## config.mk

```make
export PLATFORM = sky130hd
export DESIGN_NAME = alu_pipe
export DESIGN_NICKNAME = d
export VERILOG_FILES = /design/src/rtl/alu_pkg.sv /design/src/rtl/alu_core.sv /design/src/rtl/alu_pipe.sv
export SDC_FILE = /design/constraint.sdc
export NUM_CORES = 1
export LEC_CHECK = 0
export ABC_AREA = 1
export CORE_ASPECT_RATIO = 0.6
export CORE_MARGIN = 4
export CORE_UTILIZATION = 45
export DETAILED_ROUTE_END_ITERATION = 8
export PLACE_DENSITY_LB_ADDON = 0.15
export SETUP_SLACK_MARGIN = 0.2
export SKIP_CTS_REPAIR_TIMING = 1
export SLEW_MARGIN = 0
export SYNTH_ARGS = -nofsm -noshare
export SYNTH_HDL_FRONTEND = slang
export SYNTH_HIERARCHICAL = 1
export SYNTH_SLANG_ARGS = --single-unit
```

## constraint.sdc

```tcl
create_clock -name clk -period 4.17 [get_ports clk]
set_input_delay 1.0425 -clock clk [delete_from_list [all_inputs] [get_ports clk]]
set_output_delay 1.0425 -clock clk [all_outputs]
set_load 0.1 [all_outputs]
```

## src/rtl/alu_pkg.sv

```systemverilog
// Shared opcode and flag-index constants for the pipelined ALU.
package alu_pkg;
  localparam logic [2:0] OP_ADD  = 3'd0;
  localparam logic [2:0] OP_SUB  = 3'd1;
  localparam logic [2:0] OP_XOR  = 3'd2;
  localparam logic [2:0] OP_SLT  = 3'd3;
  localparam logic [2:0] OP_AND  = 3'd4;
  localparam logic [2:0] OP_NAND = 3'd5;
  localparam logic [2:0] OP_NOR  = 3'd6;
  localparam logic [2:0] OP_OR   = 3'd7;

  localparam int FLAG_CARRY = 0;
  localparam int FLAG_OVF   = 1;
  localparam int FLAG_ZERO  = 2;
  localparam int FLAG_NEG   = 3;
  localparam int NUM_FLAGS  = 4;

  localparam int STAGES = 2;
endpackage

```

## src/rtl/alu_core.sv

```systemverilog
// Combinational ALU datapath: one shared adder serves ADD, SUB and SLT.
module alu_core
  import alu_pkg::*;
#(
  parameter int WIDTH = 32
) (
  input  logic [2:0]       op,
  input  logic [WIDTH-1:0] a,
  input  logic [WIDTH-1:0] b,
  output logic [WIDTH-1:0] r,
  output logic             carry,
  output logic             ovf,
  output logic             zero,
  output logic             neg
);
  logic             sub;
  logic [WIDTH-1:0] bx;
  logic [WIDTH:0]   sum;
  logic             c_msb;
  logic             s_ovf;

  // Everything other than ADD subtracts; only ADD/SUB/SLT consume the sum.
  assign sub   = (op != OP_ADD);
  assign bx    = sub ? ~b : b;
  assign sum   = {1'b0, a} + {1'b0, bx} + (WIDTH+1)'(sub);
  // Carry into the MSB recovered from the MSB sum bit and its operands.
  assign c_msb = sum[WIDTH-1] ^ a[WIDTH-1] ^ bx[WIDTH-1];
  assign s_ovf = c_msb ^ sum[WIDTH];

  always_comb begin
    r     = '0;
    carry = 1'b0;
    ovf   = 1'b0;
    case (op)
      OP_ADD, OP_SUB: begin
        r     = sum[WIDTH-1:0];
        carry = sum[WIDTH];
        ovf   = s_ovf;
      end
      OP_SLT: begin
        r   = {{(WIDTH-1){1'b0}}, sum[WIDTH-1] ^ s_ovf};
        ovf = s_ovf;
      end
      OP_XOR:  r = a ^ b;
      OP_AND:  r = a & b;
      OP_NAND: r = ~(a & b);
      OP_NOR:  r = ~(a | b);
      OP_OR:   r = a | b;
      default: r = '0;
    endcase
  end

  assign zero = (r == '0);
  assign neg  = r[WIDTH-1];
endmodule

```

## src/rtl/alu_pipe.sv

```systemverilog
// Two-stage valid/ready ALU pipeline with tag passthrough and sticky carry/overflow.
module alu_pipe
  import alu_pkg::*;
#(
  parameter int WIDTH = 32,
  parameter int TAG_W = 4
) (
  input  logic             clk,
  input  logic             rst_n,
  input  logic             in_valid,
  output logic             in_ready,
  input  logic [2:0]       in_op,
  input  logic [WIDTH-1:0] in_a,
  input  logic [WIDTH-1:0] in_b,
  input  logic [TAG_W-1:0] in_tag,
  output logic             out_valid,
  input  logic             out_ready,
  output logic [WIDTH-1:0] out_result,
  output logic [TAG_W-1:0] out_tag,
  output logic             out_carry,
  output logic             out_ovf,
  output logic             out_zero,
  output logic             out_neg,
  output logic             sticky_carry,
  output logic             sticky_ovf,
  input  logic             sticky_clr
);
  typedef struct packed {
    logic [2:0]       op;
    logic [WIDTH-1:0] a;
    logic [WIDTH-1:0] b;
    logic [TAG_W-1:0] tag;
  } req_t;

  typedef struct packed {
    logic [WIDTH-1:0]     r;
    logic [NUM_FLAGS-1:0] flags;
    logic [TAG_W-1:0]     tag;
  } rsp_t;

  logic [STAGES:1] vld_pipe;
  req_t            s1;
  rsp_t            s2;
  rsp_t            core_rsp;
  logic [WIDTH-1:0] core_r;
  logic            core_carry, core_ovf, core_zero, core_neg;
  logic            s1_adv, s2_adv, hs;

  assign s2_adv   = !vld_pipe[2] || out_ready;
  assign s1_adv   = !vld_pipe[1] || s2_adv;
  assign in_ready = s1_adv;
  assign hs       = vld_pipe[2] && out_ready;

  alu_core #(.WIDTH(WIDTH)) u_core (
    .op    (s1.op),
    .a     (s1.a),
    .b     (s1.b),
    .r     (core_r),
    .carry (core_carry),
    .ovf   (core_ovf),
    .zero  (core_zero),
    .neg   (core_neg)
  );

  always_comb begin
    core_rsp                   = '0;
    core_rsp.r                 = core_r;
    core_rsp.tag               = s1.tag;
    core_rsp.flags[FLAG_CARRY] = core_carry;
    core_rsp.flags[FLAG_OVF]   = core_ovf;
    core_rsp.flags[FLAG_ZERO]  = core_zero;
    core_rsp.flags[FLAG_NEG]   = core_neg;
  end

  // Data registers only load with a valid op so outputs hold while idle.
  always_ff @(posedge clk or negedge rst_n) begin
    if (!rst_n) begin
      vld_pipe <= '0;
      s1       <= '0;
      s2       <= '0;
    end else begin
      if (s1_adv) begin
        vld_pipe[1] <= in_valid;
        if (in_valid) s1 <= '{op: in_op, a: in_a, b: in_b, tag: in_tag};
      end
      if (s2_adv) begin
        vld_pipe[2] <= vld_pipe[1];
        if (vld_pipe[1]) s2 <= core_rsp;
      end
    end
  end

  // Clear wins over history but not over the flag emitted in the same cycle.
  always_ff @(posedge clk or negedge rst_n) begin
    if (!rst_n) begin
      sticky_carry <= 1'b0;
      sticky_ovf   <= 1'b0;
    end else begin
      sticky_carry <= (sticky_clr ? 1'b0 : sticky_carry) | (hs & out_carry);
      sticky_ovf   <= (sticky_clr ? 1'b0 : sticky_ovf)   | (hs & out_ovf);
    end
  end

  assign out_valid  = vld_pipe[2];
  assign out_result = s2.r;
  assign out_tag    = s2.tag;
  assign out_carry  = s2.flags[FLAG_CARRY];
  assign out_ovf    = s2.flags[FLAG_OVF];
  assign out_zero   = s2.flags[FLAG_ZERO];
  assign out_neg    = s2.flags[FLAG_NEG];
endmodule
```

Yosys cells after proc, flatten, opt, wreduce, memory -nomap -nowiden
Index checks and enable logic that the tools add are counted.
{"block": "word_totals", "in_bits": 76, "regBits": 115, "out_inout_bits": 44, "wordCells": 52}
{"block": "op_classes", "eq_ne": 7, "n_bitwise": 14, "n_addsub": 2, "n_reduce_logical": 12, "mux": 6}
{"cell": "case mux 32 bit (7 select lines)", "n": 1}
{"cell": "inverter 32 bit", "n": 3}
{"cell": "adder 32 x 32 -> 33 bit", "n": 1}
{"cell": "adder 33 x 1 -> 33 bit", "n": 1}
{"cell": "bitwise AND 32 bit", "n": 1}
{"cell": "logical NOT 32 bit", "n": 1}
{"cell": "two-way mux 32 bit", "n": 1}
{"cell": "OR 32 bit", "n": 1}
{"cell": "bitwise XOR 32 bit", "n": 1}
{"cell": "equality test 3 bit, second input constant", "n": 4}
{"cell": "equality test 3 x 2 -> 1 bit, second input constant", "n": 2}
{"cell": "two-way mux 1 bit", "n": 4}
{"cell": "AND reduction 2 bit", "n": 2}
{"cell": "bitwise XOR 1 bit", "n": 4}
{"cell": "equality test 3 x 1 -> 1 bit, second input constant", "n": 1}
{"cell": "logical NOT 3 bit", "n": 1}
{"cell": "nonzero test 3 bit", "n": 1}
{"cell": "OR reduction 3 bit", "n": 1}
{"cell": "bitwise AND 1 bit", "n": 2}
{"cell": "logical NOT 1 bit", "n": 2}
{"cell": "logical OR 1 bit", "n": 2}
{"cell": "OR 1 bit", "n": 2}
{"cell": "OR reduction 2 bit", "n": 1}
{"cell": "logical AND 1 bit", "n": 1}

Longest topological paths before layout
Gate-level depths: netlist of run 1.
{"block": "logic_depth", "depth_word": 10, "ltp_mapped": 29, "mapped_depth_nobuf": 27}

By module
The synthesis of run 1 kept the hierarchy.
{"mod": "alu_core", "seq_area_each_um2": 0.0, "cells_per_inst": 920, "n_inst": 1, "area_each_um2": 5112.4}
{"mod": "alu_pipe", "seq_area_each_um2": 2877.8, "cells_per_inst": 497, "n_inst": 1, "area_each_um2": 4528.1}

Worst setup path after synthesis of run 1
No wires, ideal clock.
{"block": "synth_path", "path_type": "register -> register", "startpoint": "register s1[70] (netlist name)", "endpoint": "register s2 (netlist bit out_zero)", "slack_ns": 0.857, "t_arrival_ns": 3.246, "setup_ns": 0.067, "path_stages_with_launch": 27, "t_required_ns": 4.103, "path_cell_list": "dfrtp_1 > buf_6 > nor2_8 > nand2_1 > buf_1 > xor2_1 > inv_1 > fa_1 > nand2_1 > nand2_1 > nand3_1 > nand2_1 > nand2_1 > nand2_2 > nand2_1 > nand2_1 > nand2_1 > nand2_1 > a21boi_1 > nand4_1 > nor2_1 > nand4_1 > nor2_1 > nand4_1 > nor2_1 > nand3_1 > nand2_1"}
{"item": "start, declared", "line": "alu_pipe.sv:42", "source": "req_t s1;"}
{"item": "start signal, assigned", "line": "alu_pipe.sv:84", "source": "if (in_valid) s1 <= '{op: in_op, a: in_a, b: in_b, tag: in_tag};"}
{"item": "end signal, assigned", "line": "alu_pipe.sv:88", "source": "if (vld_pipe[1]) s2 <= core_rsp;"}
{"item": "end, declared", "line": "alu_pipe.sv:43", "source": "rsp_t s2;"}

==> out/results.tsv, run 1 <==
stage	metric	value	unit
outcome	outcome	complete, no violations	
yosys	seq_area_frac_synth	29.9	%
sta	setup_violations	0	
final_layout	num_antenna_cells	0	
power_and_ir_drop	p_per_area	688	nW/um^2
final_layout	syn2layout_area_growth	22.1	%
die	num_io_pins	120	
global_route	grt_max_degree	74	
global_route	antenna_found_initial	0	
critical_path	critPathKind	reg2reg	
sta	slew_violations	0	
die	die_height	121	um
power_and_ir_drop	seq_power_share	20.4	%
critical_path	reg2reg_to	out_zero	
yosys	synth.most_common_cell	nand2_1	
global_route	grt_use_total	26.8	%
yosys	async_reset_ff_share	100	%
power_and_ir_drop	p_sw_share	52.8	%
critical_path	r2r_cells	25	
final_layout	drive_gt1_share	6.60	%
hold_path	hold_end	out_result[9]	
critical_path	crit_required	4520	ps
yosys	synth_largest_area_cell	dfrtp_1	
sta	rsz0062_at_grt	no	
die	rows	41	
clock_network	numCtsBuffers	17	
hold_path	min-delay-start	out_result[9]	
power_and_ir_drop	internal_power	0.00382	W
global_route	grt_pass1_vias	8526	
placed_design	place.gp.congestion	1.04	
drt	routedWlPerCell	17.5	um
critical_path	ff2ff_setup_slack	480	ps
placed_design	dp.cells	1777	
hold_path	holdCritPathClass	reg2reg	
critical_path	critPathLaunchType	flop	
clock_network	htreeDepth	4	
critical_path	cp-end-kind	flop	
yosys	ys_types	44	
sta	worstMarginPinSlew	1020	ps
power_and_ir_drop	p_switching	0.00428	W
sta	whs	465	ps
clock_network	cts-root-buf	clkbuf_16	
yosys	synth.top_cells.by_area	dfrtp_1 (30%), nand2_1 (17%), ha_1 (12%), nand3_1 (9.3%), inv_1 (7.1%)	
drt	vias	9484	
die	fp.dieW	197	um
clock_network	cts_tree	built	
yosys	ys_seq_elements	115	
drt	firstDrtPassIters	6	
yosys	synthCells	1417	
yosys	netlist.area_leader.share	29.9	%
sta	hold_viol	0	
clock_network	clkSinkCount	115	
critical_path	r2r_start	s1[69]	
final_layout	final_cell_count_no_fill	1810	
yosys	synth_area	9640	sq um
hold_path	hold_depth	2	
yosys	yosys-top-cells-count	nand2_1 (441), inv_1 (183), nand3_1 (179)	
sta	fin_worst_skew	14.5	ps
power_and_ir_drop	combPwrFrac	59.7	%
sta	fmax	0.271	GHz
power_and_ir_drop	leakage	6.21	nW
placed_design	portBuffers	119	
clock_network	clock_latency	430	ps
critical_path	worstPathArrival	4050	ps
global_route	grt_pass1_wl	49.2	mm
final_layout	layout.nets	1690	
drt	wirelength	31.6	mm
die	initial_utilization	45.8	%
yosys	synth_ff_type	dfrtp_1	
die	core-area	21000	sq um
placed_design	dp_hpwl	24.9	mm
sta	fin_crit_sh	88.5	%
power_and_ir_drop	clkPwrFrac	19.8	%
yosys	syn_avg_cell_area	6.80	sq um
yosys	yosysWarnings	6	
die	die_area	23900	sq um
run	cap_violations	0	
critical_path	crit_fanout	15	
drt	drt_iter0_drc	996	
yosys	synth_nets	1589	
drt	via_per_inst	5.24	
global_route	globalRouteOverflowTotal	0	
sta	min_period	3690	ps
sta	setup_tns	0	ps
drt	route.detailed.drc	0	
clock_network	clockBufferDepth	2	
clock_network	path_clk_slew	50	ps
power_and_ir_drop	vdd_drop_max	0.000803	V
drt	drtAntennaViolNets	0	
yosys	synth-edff-count	0	
sta	maxSlewHeadroom	31.5	%
-- cells in the final DEF (no fill, tap or decap), types with 5 or more instances in the layout --
master,netlist,layout
clkbuf_16,0,18
a211oi_1,12,12
o21ai_0,45,44
xor2_1,35,34
ha_1,95,94
o21ai_1,6,7
inv_1,183,183
clkdlybuf4s50_1,0,116
nand4_1,15,15
bufinv_16,0,5
a21oi_1,51,47
o2111ai_1,5,5
nand2_2,9,12
buf_4,14,17
a21oi_2,1,5
nor2_1,94,91
nand2_1,441,437
o21bai_1,7,7
nor3_1,10,10
nand3_2,8,8
dfrtp_1,115,114
inv_2,9,9
nand3_1,179,179
-- through the flow --
stage / instance area [sq um] / util (%) / setup WS (ps) / power, W
4_1_cts: 11700 / 55.6 / 220 / 0.00803
6_report: 11800 / 56.0 / 478 / 0.00810
2_1_floorplan: 9640 / - / 857 / 0.00508
3_3_place_gp: 11000 / 52.5 / 291 / 0.00637
5_1_grt: 11800 / 56.0 / 189 / 0.00864
3_5_place_dp: 11000 / 52.5 / 264 / 0.00638
-- per-layer routing --
| layer | part of all wire, % | GRT usage, % |
|---|---|---|
| met5 | 0 | 0 |
| met4 | 0.51 | 3.85 |
| met3 | 11 | 8.99 |
| met2 | 33 | 30.4 |
| met1 | 56 | 46.5 |
-- cell type report --
type / instances / area, sq um
multi-input cells: 1053 / 5780
fillers: 2073 / 9260
flip-flops and latches: 115 / 2880
inverters: 192 / 721
well taps: 279 / 349
clock buffers: 20 / 447
clock inverters: 12 / 205
repair buffers: 139 / 1400
-- cell families after synthesis --
kind of cell               Yosys count  share of synthesized area [%]
and+or+nand+nor                    772                           34.4
AOI/OAI and AO/OA                  148                           9.01
DFF                                115                           29.9
xor gates and xnor gates            35                           3.18
muxes                                2                          0.208
buffers and inverters              249                           10.9
adders and majority gates           96                           12.5
-- how the worst max path moves through the flow --
stage,startpoint,endpoint,slack [ps]
5_1_grt,s1[69],out_zero,190
3_5_place_dp,s1[69],out_zero,260
2_1_floorplan,s1[70],out_zero,860
6_report,s1[69],out_zero,480
4_1_cts,s1[69],out_zero,220
3_3_place_gp,s1[69],out_zero,290
-- critical path, stage by stage (launching register included) --
cell,delay [ps]
dfrtp_2,440
nor2_8,150
nand2_4,100
buf_12,170
xor2_2,180
inv_1,100
fa_1,440
nand2_1,100
nand2_1,90
nand3_1,80
nand2_1,90
nand2_1,80
nand3_1,190
nor2_1,160
nand2_1,70
nor2_1,90
nand3_1,80
nor2_1,140
nand4_1,110
nor2_1,150
nand4_1,110
nor2_2,120
nand4_1,80
nor2_1,110
nand3_1,80
nand2_1,80
-- sequential cells by signal, indices dropped and copies added, names as in the netlist, 2 cells and up --
signal and cells:
vld_pipe 2, out_tag 4, core_rsp 4, s1 67
out_result 32
-- power groups by stage --
| stage | Clock [W] | Sequential [W] | Combinational [W] |
|---|---|---|---|
| global route | 0.00170 | 0.00170 | 0.00525 |
| detailed placement | 0 | 0.00166 | 0.00471 |
| CTS | 0.00164 | 0.00165 | 0.00473 |
| global placement | 0 | 0.00166 | 0.00471 |
| floorplan | 0 | 0.00295 | 0.00212 |
| finish | 0.00161 | 0.00166 | 0.00484 |
Power figures use the tool's default switching activity.
==> inputs of run 2 (changes only) <==
--- a/config.mk
+++ b/config.mk
@@ -8,7 +8,7 @@
 export ABC_AREA = 1
 export CORE_ASPECT_RATIO = 0.6
 export CORE_MARGIN = 4
-export CORE_UTILIZATION = 45
+export CORE_UTILIZATION = 57
 export DETAILED_ROUTE_END_ITERATION = 8
 export PLACE_DENSITY_LB_ADDON = 0.15
 export SETUP_SLACK_MARGIN = 0.2
==> out/results.tsv, run 2 (same netlist as run 1, synthesis figures left out) <==
stage	metric	value	unit
outcome	outcome	complete, no violations	
final_layout	fillers	1343	
placed_design	portBuffers	119	
die	fp.dieW	176	um
sta	worstMarginPinSlew	986	ps
power_and_ir_drop	vdd_drop_max	0.000273	V
final_layout	layout.nets	1691	
sta	setup_tns	0	ps
clock_network	numCtsBuffers	17	
die	core-area	16400	sq um
global_route	grt_pass1_wl	48.6	mm
placed_design	place.gp.congestion	1.06	
placed_design	pre_cts_ws	325	ps
final_layout	largest_reg_flops	67	
global_route	grt_pass1_vias	8690	
clock_network	htreeDepth	4	
critical_path	cp-end-kind	flop	
drt	via_per_inst	5.62	
sta	fmax	0.267	GHz
die	die_area	19100	sq um
die	initial_utilization	58.8	%
critical_path	crit_start	s1[69]	
clock_network	clockBufferDepth	2	
drt	wirelength	30.9	mm
sta	fin_worst_skew	20.7	ps
sta	rsz0062_at_grt	no	
final_layout	layout_commonest_cell	nand2_1	
hold_path	min-delay-start	out_result[14]	
global_route	grt_max_degree	72	
drt	firstDrtPassIters	6	
critical_path	crit_required	4520	ps
critical_path	r2r_start	s1[69]	
global_route	antenna_found_initial	1	
sta	setup_slack	426	ps
drt	routedWlPerCell	17.6	um
placed_design	dp_hpwl	23.7	mm
critical_path	critPathKind	reg2reg	
sta	setup_violations	0	
final_layout	top_register	s1	
sta	fin_crit_sh	89.8	%
drt	route.detailed.drc	0	
sta	maxSlewHeadroom	34.0	%
critical_path	worstPathArrival	4100	ps
critical_path	critPathLaunchType	flop	
sta	min_period	3740	ps
clock_network	clock_latency	430	ps
sta	hold_viol	0	
placed_design	dp.cells	1727	
critical_path	crit_fanout	21	
final_layout	num_antenna_cells	0	
final_layout	syn2layout_area_growth	20.9	%
die	num_io_pins	120	
global_route	grt_use_total	32.8	%
drt	drt_iter0_drc	1377	
drt	vias	9883	
final_layout	final_cell_mix	nand2_1 (440), inv_1 (183), nand3_1 (179), clkdlybuf4s50_1 (116), dfrtp_1 (114)	
sta	whs	468	ps
global_route	globalRouteOverflowTotal	0	
die	rows	36	
power_and_ir_drop	p_per_area	691	nW/um^2
hold_path	holdCritPathClass	reg2reg	
clock_network	cts_tree	built	
clock_network	cts-root-buf	clkbuf_16	
clock_network	clkSinkCount	115	
clock_network	path_clk_slew	70	ps
final_layout	final_cell_count_no_fill	1760	
power_and_ir_drop	leakage	6.18	nW
sta	slew_violations	0	
drt	drtAntennaViolNets	0	
final_layout	drive_gt1_share	6.27	%
run	cap_violations	0	
die	die_height	109	um
run 2: cell count changes in the layout (fill, tap and decap cells not counted), moves of 2 or more:
| cell | change |
|---|---|
| inv_6 | +5 |
| a21oi_1 | +4 |
| a21oi_2 | -4 |
| clkinv_4 | -3 |
| nand2_1 | +3 |
| ha_1 | -2 |
| ha_2 | +2 |
| nand2_2 | -2 |
run 2: layer usage:
metal | global-route usage (%) | vias to the layer above | wire length (um) | share of wire (%)
li1 | - | 4758 | - | -
met1 | 53.0 | 4483 | 15100 | 49
met2 | 41.3 | 617 | 10900 | 35
met3 | 11.3 | 25 | 4660 | 15
met4 | 5.62 | 0 | 248 | 0.80
met5 | 0 | - | 0 | 0
run 2: path summary, 6_finish.rpt:
check	cells past startpoint	slack [ps]	endpoint
min in group asynchronous	1	680	s1[42]
worst max register to register	24	430	out_zero
worst max-delay path	24	430	out_zero
worst min-delay path	2	470	out_result[14]
max in group asynchronous	2	2700	s1[21]
worst min register to register	2	470	out_result[14]
run 2: final cells by class:
cell class | count | area, sq um | area share (%)
Inverter | 192 | 721 | 6.18
Clock buffer | 19 | 443 | 3.80
Multi-Input combinational cell | 1053 | 5740 | 49.2
Tap cell | 228 | 285 | 2.45
Sequential cell | 115 | 2880 | 24.7
Clock inverter | 13 | 195 | 1.67
Timing Repair Buffer | 140 | 1400 | 12.0
run 2: power breakdown:
part	total, W	internal [W]	switching (W)
combinational	0.00479	0.00133	0.00346
clock	0.00161	0.00103	0.000583
sequential	0.00165	0.00140	0.000251
run 2: through the flow:
step	total power (W)	util, %	instance area (sq um)
finish	0.00805	71.1	11700
CTS	0.00795	70.9	11600
global route	0.00854	71.1	11700
detailed placement	0.00631	67.0	11000
floorplan	0.00508	-	9640
global placement	0.00627	67.0	11000
run 2: critical path: stages (launching register included):
cell and delay (ps):
dfrtp_2 460, nor2_8 140, nand2_2 120, buf_12 190, xor2_1 160, inv_1 70, ha_1 400, nand2_1 130
nor2_1 230, nand2_1 130, a21oi_1 210, nor2_2 90, nand2_2 90, nand2_1 60, nand3_2 70, nand2_1 60
nand2_1 100, nand2_1 90, nand2_1 90, nand3b_1 90, nand3_1 150, nand4_1 200, nor2_1 140, nand3_1 80
nand2_1 90
